**config.mk**
```make
export PLATFORM = sky130hd
export DESIGN_NAME = audio_stream_arbiter
export DESIGN_NICKNAME = d
export VERILOG_FILES = /design/src/rtl/audio_pkg.sv /design/src/rtl/stream_out_reg.sv /design/src/rtl/audio_stream_arbiter.sv
export SDC_FILE = /design/constraint.sdc
export NUM_CORES = 1
export LEC_CHECK = 0
export CAP_MARGIN = 20
export CORE_MARGIN = 1
export CORE_UTILIZATION = 25
export CTS_BUF_LIST = sky130_fd_sc_hd__clkbuf_4
export DETAILED_ROUTE_END_ITERATION = 8
export PLACE_DENSITY = 0.59
export SETUP_SLACK_MARGIN = 0.4
export SKIP_CTS_REPAIR_TIMING = 1
export SLEW_MARGIN = 5
export SYNTH_ARGS = -nofsm -noshare
export SYNTH_HDL_FRONTEND = slang
export SYNTH_SLANG_ARGS = --single-unit
```
**constraint.sdc**
```tcl
create_clock -name clk -period 3.2 [get_ports clk]
set_input_delay 0.64 -clock clk [delete_from_list [all_inputs] [get_ports clk]]
set_output_delay 0.64 -clock clk [all_outputs]
set_load 0.02 [all_outputs]
```
**src/rtl/audio_pkg.sv**
```systemverilog
// Shared types and constants for the audio stream arbiter.
// Register map, CTRL/STATUS bit positions and the CTRL bundle.
package audio_pkg;

  localparam int DATA_SIZE = 28;

  localparam logic [1:0] REG_CTRL   = 2'd0;
  localparam logic [1:0] REG_STATUS = 2'd1;
  localparam logic [1:0] REG_THRESH = 2'd2;
  localparam logic [1:0] REG_COUNT  = 2'd3;

  localparam int CTRL_EN0    = 0;
  localparam int CTRL_EN1    = 1;
  localparam int CTRL_MODE   = 2;
  localparam int CTRL_IRQ_EN = 3;

  localparam int ST_IRQ  = 0;
  localparam int ST_LAST = 1;
  localparam int ST_FULL = 2;

  typedef struct packed {
    logic irq_en;
    logic mode;
    logic en1;
    logic en0;
  } ctrl_t;

endpackage

```
**src/rtl/stream_out_reg.sv**
```systemverilog
// One-entry registered output stage for the arbitrated sample stream.
// A load always wins over a drain, giving full throughput.
module stream_out_reg #(
  parameter int DW = audio_pkg::DATA_SIZE
) (
  input  logic          clk,
  input  logic          rst,
  input  logic          load_i,
  input  logic [DW-1:0] data_i,
  input  logic          chan_i,
  input  logic          ready_i,
  output logic          valid_o,
  output logic [DW-1:0] data_o,
  output logic          chan_o
);

  logic          full_q, full_d;
  logic [DW-1:0] data_q, data_d;
  logic          chan_q, chan_d;

  always_comb begin
    full_d = full_q;
    data_d = data_q;
    chan_d = chan_q;
    if (load_i) begin
      full_d = 1'b1;
      data_d = data_i;
      chan_d = chan_i;
    end else if (ready_i) begin
      full_d = 1'b0;
    end
  end

  always_ff @(posedge clk or posedge rst) begin
    if (rst) begin
      full_q <= 1'b0;
      data_q <= '0;
      chan_q <= 1'b0;
    end else begin
      full_q <= full_d;
      data_q <= data_d;
      chan_q <= chan_d;
    end
  end

  assign valid_o = full_q;
  assign data_o  = data_q;
  assign chan_o  = chan_q;

endmodule

```
**src/rtl/audio_stream_arbiter.sv**
```systemverilog
// Two-producer sample arbiter feeding driver_interface, with a
// sample counter, threshold interrupt and Avalon-MM register file.
module audio_stream_arbiter #(
  parameter int DATA_SIZE = audio_pkg::DATA_SIZE,
  parameter int CNT_W     = 16
) (
  input  logic                 clk,
  input  logic                 rst,
  input  logic                 chipselect,
  input  logic [1:0]           address,
  input  logic                 read,
  input  logic                 write,
  input  logic [31:0]          writedata,
  output logic [31:0]          read_data,
  output logic                 irq,
  input  logic                 sink0_valid,
  input  logic [DATA_SIZE-1:0] sink0_data,
  output logic                 sink0_ready,
  input  logic                 sink1_valid,
  input  logic [DATA_SIZE-1:0] sink1_data,
  output logic                 sink1_ready,
  output logic                 source_valid,
  output logic [DATA_SIZE-1:0] source_data,
  output logic                 source_channel,
  input  logic                 source_ready
);

  import audio_pkg::*;

  ctrl_t            ctrl_q, ctrl_d;
  logic             irq_pend_q, irq_pend_d;
  logic             last_grant_q, last_grant_d;
  logic [CNT_W-1:0] thresh_q, thresh_d;
  logic [CNT_W-1:0] count_q, count_d;
  logic [31:0]      rdata_q, rdata_d;

  logic req0, req1, gnt0, gnt1;
  logic out_full, load_ok, sink_hs, src_hs;
  logic wr, rd, irq_set;
  logic [CNT_W-1:0] count_inc;
  logic [DATA_SIZE-1:0] win_data;
  logic unused_wdata;

  assign unused_wdata = ^writedata[31:CNT_W];

  assign req0 = sink0_valid & ctrl_q.en0;
  assign req1 = sink1_valid & ctrl_q.en1;

  // On a tie round-robin picks the channel that did not win last.
  assign gnt0 = req0 & (~req1 | ctrl_q.mode | last_grant_q);
  assign gnt1 = req1 & (~req0 | (~ctrl_q.mode & ~last_grant_q));

  assign load_ok     = ~out_full | source_ready;
  assign sink0_ready = gnt0 & load_ok;
  assign sink1_ready = gnt1 & load_ok;
  assign sink_hs     = sink0_ready | sink1_ready;
  assign src_hs      = out_full & source_ready;
  assign win_data    = gnt1 ? sink1_data : sink0_data;

  stream_out_reg #(
    .DW(DATA_SIZE)
  ) u_out (
    .clk    (clk),
    .rst    (rst),
    .load_i (sink_hs),
    .data_i (win_data),
    .chan_i (gnt1),
    .ready_i(source_ready),
    .valid_o(out_full),
    .data_o (source_data),
    .chan_o (source_channel)
  );

  assign source_valid = out_full;

  assign wr        = chipselect & write;
  assign rd        = chipselect & read;
  assign count_inc = count_q + CNT_W'(1);

  always_comb begin
    ctrl_d       = ctrl_q;
    irq_pend_d   = irq_pend_q;
    last_grant_d = last_grant_q;
    thresh_d     = thresh_q;
    count_d      = count_q;
    rdata_d      = '0;
    irq_set      = 1'b0;

    if (sink_hs) last_grant_d = gnt1;
    if (wr && address == REG_CTRL) ctrl_d = ctrl_t'(writedata[3:0]);
    if (wr && address == REG_THRESH) thresh_d = writedata[CNT_W-1:0];

    // A software clear beats a same-cycle increment and its irq.
    if (wr && address == REG_COUNT) begin
      count_d = '0;
    end else if (src_hs) begin
      if (thresh_q != '0 && count_inc == thresh_q) begin
        count_d = '0;
        irq_set = 1'b1;
      end else begin
        count_d = count_inc;
      end
    end

    if (irq_set)
      irq_pend_d = 1'b1;
    else if (wr && address == REG_STATUS && writedata[ST_IRQ])
      irq_pend_d = 1'b0;

    if (rd) begin
      case (address)
        REG_CTRL:   rdata_d = {28'd0, ctrl_q};
        REG_STATUS: begin
          rdata_d[ST_IRQ]  = irq_pend_q;
          rdata_d[ST_LAST] = last_grant_q;
          rdata_d[ST_FULL] = out_full;
        end
        REG_THRESH: rdata_d = 32'(thresh_q);
        default:    rdata_d = 32'(count_q);
      endcase
    end
  end

  always_ff @(posedge clk or posedge rst) begin
    if (rst) begin
      ctrl_q       <= '0;
      irq_pend_q   <= 1'b0;
      last_grant_q <= 1'b1;
      thresh_q     <= '0;
      count_q      <= '0;
      rdata_q      <= '0;
    end else begin
      ctrl_q       <= ctrl_d;
      irq_pend_q   <= irq_pend_d;
      last_grant_q <= last_grant_d;
      thresh_q     <= thresh_d;
      count_q      <= count_d;
      rdata_q      <= rdata_d;
    end
  end

  assign read_data = rdata_q;
  assign irq       = irq_pend_q & ctrl_q.irq_en;

endmodule

```
==> parameters.txt, run 1 <==
Parameter                              Value

Timing
  Worst max-slew margin expressed relative to the limit    between 40% and 50%
  Final Hold Fails    0
  Tmin final    roughly 2600 ps
  Setup repair after global routing missed its margin    false
  Worst Tran Pin Value    about 760 ps
  Clock Skews    ~14 ps
  Total Neg Setup Slack    0 ps
  Final Max Tran Viols    0
  Final WS setup    585 ps
  Share of the clock period used by the worst path after layout    roughly 82%
  Final setup viols    0
  Peak Freq    roughly 380 MHz

Hold path
  Source of the worst hold timing path    last_grant_q$_DFFE_PP1P_
  Cells on Worst Hold Path    1
  Type of the most critical hold path    reg -> reg

Synthesis
  Most frequently used cell type in the post-synthesis netlist    sky130_fd_sc_hd__dfrtp_1
  Ranking of synthesized cells by instance count    sky130_fd_sc_hd__dfrtp_1, sky130_fd_sc_hd__nor2_1, sky130_fd_sc_hd__mux2i_1, sky130_fd_sc_hd__a21oi_1, sky130_fd_sc_hd__mux2_2
  Cell Area, Synth    roughly 4500 µm²
  Flops & latches, synth    84
  Biggest area consumer among synthesized cells    sky130_fd_sc_hd__dfrtp_1
  Synthesized instance count    roughly 430
  Count of flip-flops with a built-in enable after synthesis    0
  Primary FF master, synth    sky130_fd_sc_hd__dfrtp_1
  Mean cell area of the mapped netlist    roughly 11 µm²
  Distinct cell type count after synthesis    between 60 and 70
  Sequential cell area fraction in the yosys report    between 40% and 50%
  Count of yosys warnings during synthesis    0
  Share of synthesized registers carrying an async set or reset    100%
  Area share of the largest cell type after synthesis    45.8%
  Leading post-synthesis cells by cell area    sky130_fd_sc_hd__dfrtp_1, sky130_fd_sc_hd__mux2i_1, sky130_fd_sc_hd__nor2_1, sky130_fd_sc_hd__mux2_2, sky130_fd_sc_hd__a21oi_1

Setup path
  Worst stage delay on the critical path    480 ps
  Count of cells along the worst register-to-register path    8
  Startpoint Class    flip-flop
  Worst flop-to-flop path startpoint    count_q[0]$_DFFE_PP0P_
  Chain of cells forming the critical path    ha_1 > nand3_2 > nor2_4 > or4b_1 > a211oi_2 > nand4_2 > nor2b_4 > mux2_2
  Arrival time reported for the critical path endpoint    ~3000 ps
  Timing startpoint of the critical path    count_q[0]$_DFFE_PP0P_
  Endpoint class of the critical path    flip-flop
  Highest fanout seen on the critical path    8
  Data required time of the worst path    3550 ps
  Library cell contributing the largest single delay on the critical path    sky130_fd_sc_hd__or4b_1
  Critical path class    reg -> reg

Clocking
  Clock Sinks    84
  Cts bufs inserted    9
  CTS root buffer    sky130_fd_sc_hd__clkbuf_4
  TritonCTS clock tree    yes
  Max clock buf depth    2
  Clock-pin slew on the worst setup and hold paths    between 100 and 150 ps
  Worst skew pair latency    about 460 ps
  H-Tree Level Count    3

Pwr
  Worst VDD drop    approximately 0.2 mV
  Proportion of total power due to net switching    between 30% and 40%
  Leak pwr    approximately 0.0027 µW
  Combinational cell fraction of total power    approximately two fifths
  Sequential group share of total power    between 40% and 50%
  Power density cells    589 nW/µm²
  Internal power of the cells    2330 µW
  Switching power    around 1300 µW
  Fraction of power consumed by the clock network    19.0%

Floorplan
  Core Region    ~18000 µm²
  Die Area    ~19000 µm²
  Vertical die dimension    137 µm
  Width of the die    137 µm
  Starting density of the core    between 20 and 30%
  Cell row count    between 40 and 50
  Number of top-level design ports    between 150 and 200

Global route
  Total congestion overflow after global routing    0
  Global-route wire length before repair    19000 µm
  Overall fraction of global-route tracks in use    between 10% and 20%
  Initial antenna violation count    1
  Via count of the first global-routing pass    about 3600
  Maximum number of pins on one net before global-route repair    between 50 and 60

Routing
  Post-DRT Antenna Nets    0
  DR pass1 iterations    4
  Number of design rule violations left after detail routing    0
  Number of vias in the routed layout    between 3000 and 4000
  Vias/cell    4.55
  Overall routed net length    approximately 12000 µm
  Detailed-route wire length per cell    15.6 µm
  DR iter-0 viols    223

Finish
  Post-layout net count    about 660
  Number of non-filler instances in the completed layout    just under 800
  Share of post-route cells with drive strength above 1    approximately 15%
  Area Growth Syn to Fin    36.5%

Outcome
  Outcome    finished, final reports clean

Job
  Number of max-cap violations    0

Placement
  Dpl cells    770
  Pre-CTS setup slack    about 290 ps
  Total half-perimeter wirelength after legalization and detailed placement    between 9000 and 10000 µm
  Port buffer count    130
  Placer's final routability congestion estimate    just over 0.8
[cells in the final DEF (no fill, tap or decap), types with 3 or more instances in the layout]
cell,synthesis,layout
sky130_fd_sc_hd__inv_1,6,5
sky130_fd_sc_hd__nor2_1,74,74
sky130_fd_sc_hd__dfrtp_1,83,73
sky130_fd_sc_hd__mux2i_1,41,41
sky130_fd_sc_hd__conb_1,1,16
sky130_fd_sc_hd__nand4_1,4,4
sky130_fd_sc_hd__nand2_1,16,16
sky130_fd_sc_hd__xnor2_1,17,17
sky130_fd_sc_hd__buf_4,16,8
sky130_fd_sc_hd__mux2_2,23,23
sky130_fd_sc_hd__nor4_1,5,5
sky130_fd_sc_hd__mux4_2,3,3
sky130_fd_sc_hd__dfrtp_2,0,10
sky130_fd_sc_hd__xor2_1,12,12
sky130_fd_sc_hd__nand2b_1,3,3
sky130_fd_sc_hd__and2_1,3,3
sky130_fd_sc_hd__clkbuf_4,0,9
sky130_fd_sc_hd__clkdlybuf4s50_1,0,128
sky130_fd_sc_hd__a21oi_1,32,31
sky130_fd_sc_hd__nor2b_1,5,5
sky130_fd_sc_hd__nand3_1,9,9
[state kept, by name (all words and copies together) (netlist names)]
signal	flops
last_grant_q	1
thresh_q	16
u_out.data_o	28
u_out.valid_o	1
read_data	16
irq_pend_q	1
ctrl_q	4
count_q	16
u_out.chan_o	1
[power groups by stage]
stage / registers, µW / logic, µW / clock network (µW)
6_report: 1550 / 1410 / 693
5_1_grt: 1580 / 1510 / 763
4_1_cts: 1540 / 1420 / 721
3_5_place_dp: 1560 / 1420 / 0
3_3_place_gp: 1550 / 1400 / 0
2_1_floorplan: 1700 / 644 / 0
[path summary, 6_finish.rpt]
| check | endpoint | slack [ps] |
|---|---|---|
| setup / recovery | count_q[0]$_DFFE_PP0P_ | 580 |
| setup reg to reg | count_q[0]$_DFFE_PP0P_ | 580 |
| min in group asynchronous | thresh_q[4]$_DFFE_PP0P_ | 650 |
| max in group asynchronous | u_out.data_o[13]$_DFFE_PP0P_ | 1750 |
| hold / removal | last_grant_q$_DFFE_PP1P_ | 540 |
| hold reg to reg | last_grant_q$_DFFE_PP1P_ | 540 |
[cell type report]
| class | instances | area, µm² |
|---|---|---|
| inverters | 6 | 26.3 |
| flip-flops and latches | 84 | 2120 |
| diodes | 1 | 2.50 |
| well taps | 225 | 282 |
| clock buffers | 9 | 67.6 |
| repair buffers | 139 | 1390 |
| fillers | 1747 | 11300 |
| clock inverters | 6 | 88.8 |
| multi-input cells | 316 | 2230 |
[per-layer routing]
metal | vias up | part of all wire [%] | GRT usage [%]
met4 | 0 | 2.4 | 6.48
li1 | 1726 | - | -
met1 | 1746 | 44 | 17.1
met5 | - | 0 | 0
met2 | 81 | 50 | 21.9
met3 | 25 | 3.4 | 2.11
[critical path, delay by kind of cell (launching register included)]
family	cells	cell delay (ps)
simple gates	5	1290
flops	1	460
compound gates	1	270
fa+ha+maj	1	250
mux	1	250
[cells by family after synthesis]
logic type | share of synthesized area, %
and+or+nand+nor | 16.5
xor gates and xnor gates | 5.60
muxes | 16.2
other | 0.0826
buffers and inverters | 6.59
adders and majority gates | 0.276
DFF | 46.3
AOI/OAI and AO/OA | 8.41
[per-stage QoR]
| stage | power (µW) | cell area [µm²] | hold slack (ps) | util [%] |
|---|---|---|---|---|
| floorplan | 2340 | 4600 | 491 | - |
| global placement | 2950 | 6010 | 514 | 34.3 |
| detailed placement | 2980 | 6010 | 518 | 34.3 |
| CTS | 3680 | 6160 | 541 | 35.2 |
| global route | 3860 | 6200 | 552 | 35.3 |
| finish | 3650 | 6200 | 537 | 35.3 |
No activity file was read; power rests on OpenSTA's default activity.
==> run 2: changes to the inputs <==
- PLACE_DENSITY: 0.59 -> 0.61
- clock period: 3.2 -> 2.3 ns (I/O delays scaled with it)
==> run 2 against run 1 <==
The flow now finishes with violations (setup timing). Critical path depth is 1 lower. Routed wire length rose by 1.3%. Combinational power up 52%. Utilization grew 2.7 points. Clock power grew 13%. Register-to-register slack got worse by 600 ps. Via count rose by 3.2%. Cell count is 5.0% higher. Largest cell class unchanged.
==> parameters.txt, run 2 (synthesis results as in run 1) <==
Parameter                              Value

Outcome
  Outcome    finished with violations
  Violations in the final reports    setup timing

Global route
  Global-route wire length before repair    between 15000 and 20000 µm
  Initial antenna violation count    1
  Maximum number of pins on one net before global-route repair    85
  Overall fraction of global-route tracks in use    a little over an eighth
  Via count of the first global-routing pass    approximately 3700
  Total congestion overflow after global routing    0

Timing
  Setup repair after global routing missed its margin    true
  Final Max Tran Viols    0
  Tmin final    between 2000 and 2500 ps
  Clock Skews    14.1 ps
  Final WS setup    -16.8 ps
  Final Hold Fails    0
  Final setup viols    7
  Share of the clock period used by the worst path after layout    101%
  Peak Freq    roughly 430 MHz

Clocking
  Cts bufs inserted    9
  Clock-pin slew on the worst setup and hold paths    ~130 ps
  Clock Sinks    84
  CTS root buffer    sky130_fd_sc_hd__clkbuf_4
  H-Tree Level Count    3
  Worst skew pair latency    roughly 500 ps
  TritonCTS clock tree    yes
  Max clock buf depth    2

Floorplan
  Cell row count    48
  Width of the die    137 µm
  Core Region    17500 µm²
  Vertical die dimension    137 µm
  Starting density of the core    25.9%
  Number of top-level design ports    between 150 and 200
  Die Area    approximately 19000 µm²

Placement
  Placer's final routability congestion estimate    between 0.8 and 0.9
  Pre-CTS setup slack    -220 ps
  Dpl cells    around 800
  Total half-perimeter wirelength after legalization and detailed placement    9530 µm
  Port buffer count    130
  Placed cell area    ~6300 µm²

Routing
  DR iter-0 viols    roughly 190
  Number of design rule violations left after detail routing    0
  DR pass1 iterations    4
  Overall routed net length    between 10000 and 15000 µm
  Vias/cell    4.47
  Number of vias in the routed layout    ~3700
  Detailed-route wire length per cell    ~15 µm
  Post-DRT Antenna Nets    0

Finish
  Number of non-filler instances in the completed layout    between 800 and 900
  Number of flip-flops in the largest register    28
  Most used cells in the layout excluding fill and tap cells    sky130_fd_sc_hd__clkdlybuf4s50_1, sky130_fd_sc_hd__dfrtp_1, sky130_fd_sc_hd__nor2_1, sky130_fd_sc_hd__dlymetal6s2s_1, sky130_fd_sc_hd__buf_4
  Core occupancy in the finished layout    approximately two fifths
  Share of post-route cells with drive strength above 1    between 20% and 30%
  Most frequent standard cell in the layout excluding fill and tap cells    sky130_fd_sc_hd__clkdlybuf4s50_1
  Fill cell instance count of the final layout    1713
  Post-layout net count    just under 700
  Finished layout cell area    between 6000 and 7000 µm²
  Area Growth Syn to Fin    46.8%

Pwr
  Power density cells    755 nW/µm²
  Leak pwr    ~0.0033 µW
  Combinational cell fraction of total power    roughly 43%
  Worst VDD drop    around 0.28 mV
  Switching power    around 1900 µW
  Fraction of power consumed by the clock network    approximately 16%
  Proportion of total power due to net switching    approximately 38%
  Sequential group share of total power    between 40% and 50%
  Internal power of the cells    3120 µW

Setup path
  Library cell contributing the largest single delay on the critical path    sky130_fd_sc_hd__or4b_4
  Worst stage delay on the critical path    ~540 ps
  Critical path class    reg -> reg
  Endpoint class of the critical path    flip-flop
  Count of cells along the worst register-to-register path    7
  Setup slack on the worst flop-to-flop path    -20 ps
  Data required time of the worst path    approximately 2700 ps
  Highest fanout seen on the critical path    6
  Startpoint Class    flip-flop
  Arrival time reported for the critical path endpoint    2690 ps
  Chain of cells forming the critical path    nand4_4 > or4b_4 > a21o_1 > a221oi_2 > nand4_2 > nor2b_4 > mux2_2
  Worst flop-to-flop path startpoint    count_q[0]$_DFFE_PP0P_
  Reg2reg end    count_q[0]$_DFFE_PP0P_

Job
  Number of max-cap violations    0

Hold path
  Type of the most critical hold path    in -> async
run 2: power groups by stage:
| stage | clock (µW) | combinational [µW] | sequential, µW |
|---|---|---|---|
| floorplan | 0 | 920 | 2380 |
| global placement | 0 | 2110 | 2130 |
| detailed placement | 0 | 2150 | 2140 |
| CTS | 826 | 2160 | 2110 |
| global route | 881 | 2300 | 2160 |
| finish | 785 | 2140 | 2110 |
run 2: worst max-delay path by stage:
stage,end,start,cells after the start,slack (ps)
2_1_floorplan,count_q[0]$_DFFE_PP0P_,count_q[1]$_DFFE_PP0P_,8,20
3_3_place_gp,sink0_ready,source_ready,5,-190
3_5_place_dp,sink0_ready,source_ready,5,-220
4_1_cts,sink1_ready,ctrl_q[2]$_DFFE_PP0P_,4,-270
5_1_grt,count_q[0]$_DFFE_PP0P_,count_q[0]$_DFFE_PP0P_,7,-150
6_report,count_q[0]$_DFFE_PP0P_,count_q[0]$_DFFE_PP0P_,7,-20
run 2: through the flow:
stage	total power [µW]	TNS (ps)	hold WS, ps
floorplan	3300	0	491
global placement	4240	-827	507
detailed placement	4290	-972	517
CTS	5090	-1420	427
global route	5350	-2190	453
finish	5030	-53.3	435
run 2: cell type report:
type                    count  area, µm²  share of cell area (%)
flip-flops and latches     84       2110                    31.7
clock inverters             6       48.8                   0.732
multi-input cells         316       2310                    34.7
diodes                      1       2.50                  0.0375
repair buffers            178       1810                    27.2
well taps                 225        282                    4.22
clock buffers               9       67.6                    1.01
inverters                   6       26.3                   0.394
run 2: routing by layer:
layer	up-vias	wire length, µm	global-route usage, %	part of all wire (%)
li1	1799	-	-	-
met1	1796	5240	16.9	42
met3	18	566	2.93	4.5
met2	78	6350	22.1	51
met4	0	302	7.53	2.4
met5	-	0	0	0
run 2: worst max-delay path: cells and delay by family (launching register included):
kind / cells / cell delay [ps]
AOI/OAI and AO/OA: 2 / 480
muxes: 1 / 250
DFF: 1 / 450
and+or+nand+nor: 4 / 1040
==> run 3: changes to the inputs <==
- SLEW_MARGIN: 5 -> 15
- TNS_END_PERCENT: not set -> 100
==> results of run 3 <==
The final DEF is identical to that of run 2; final timing and power are the same.
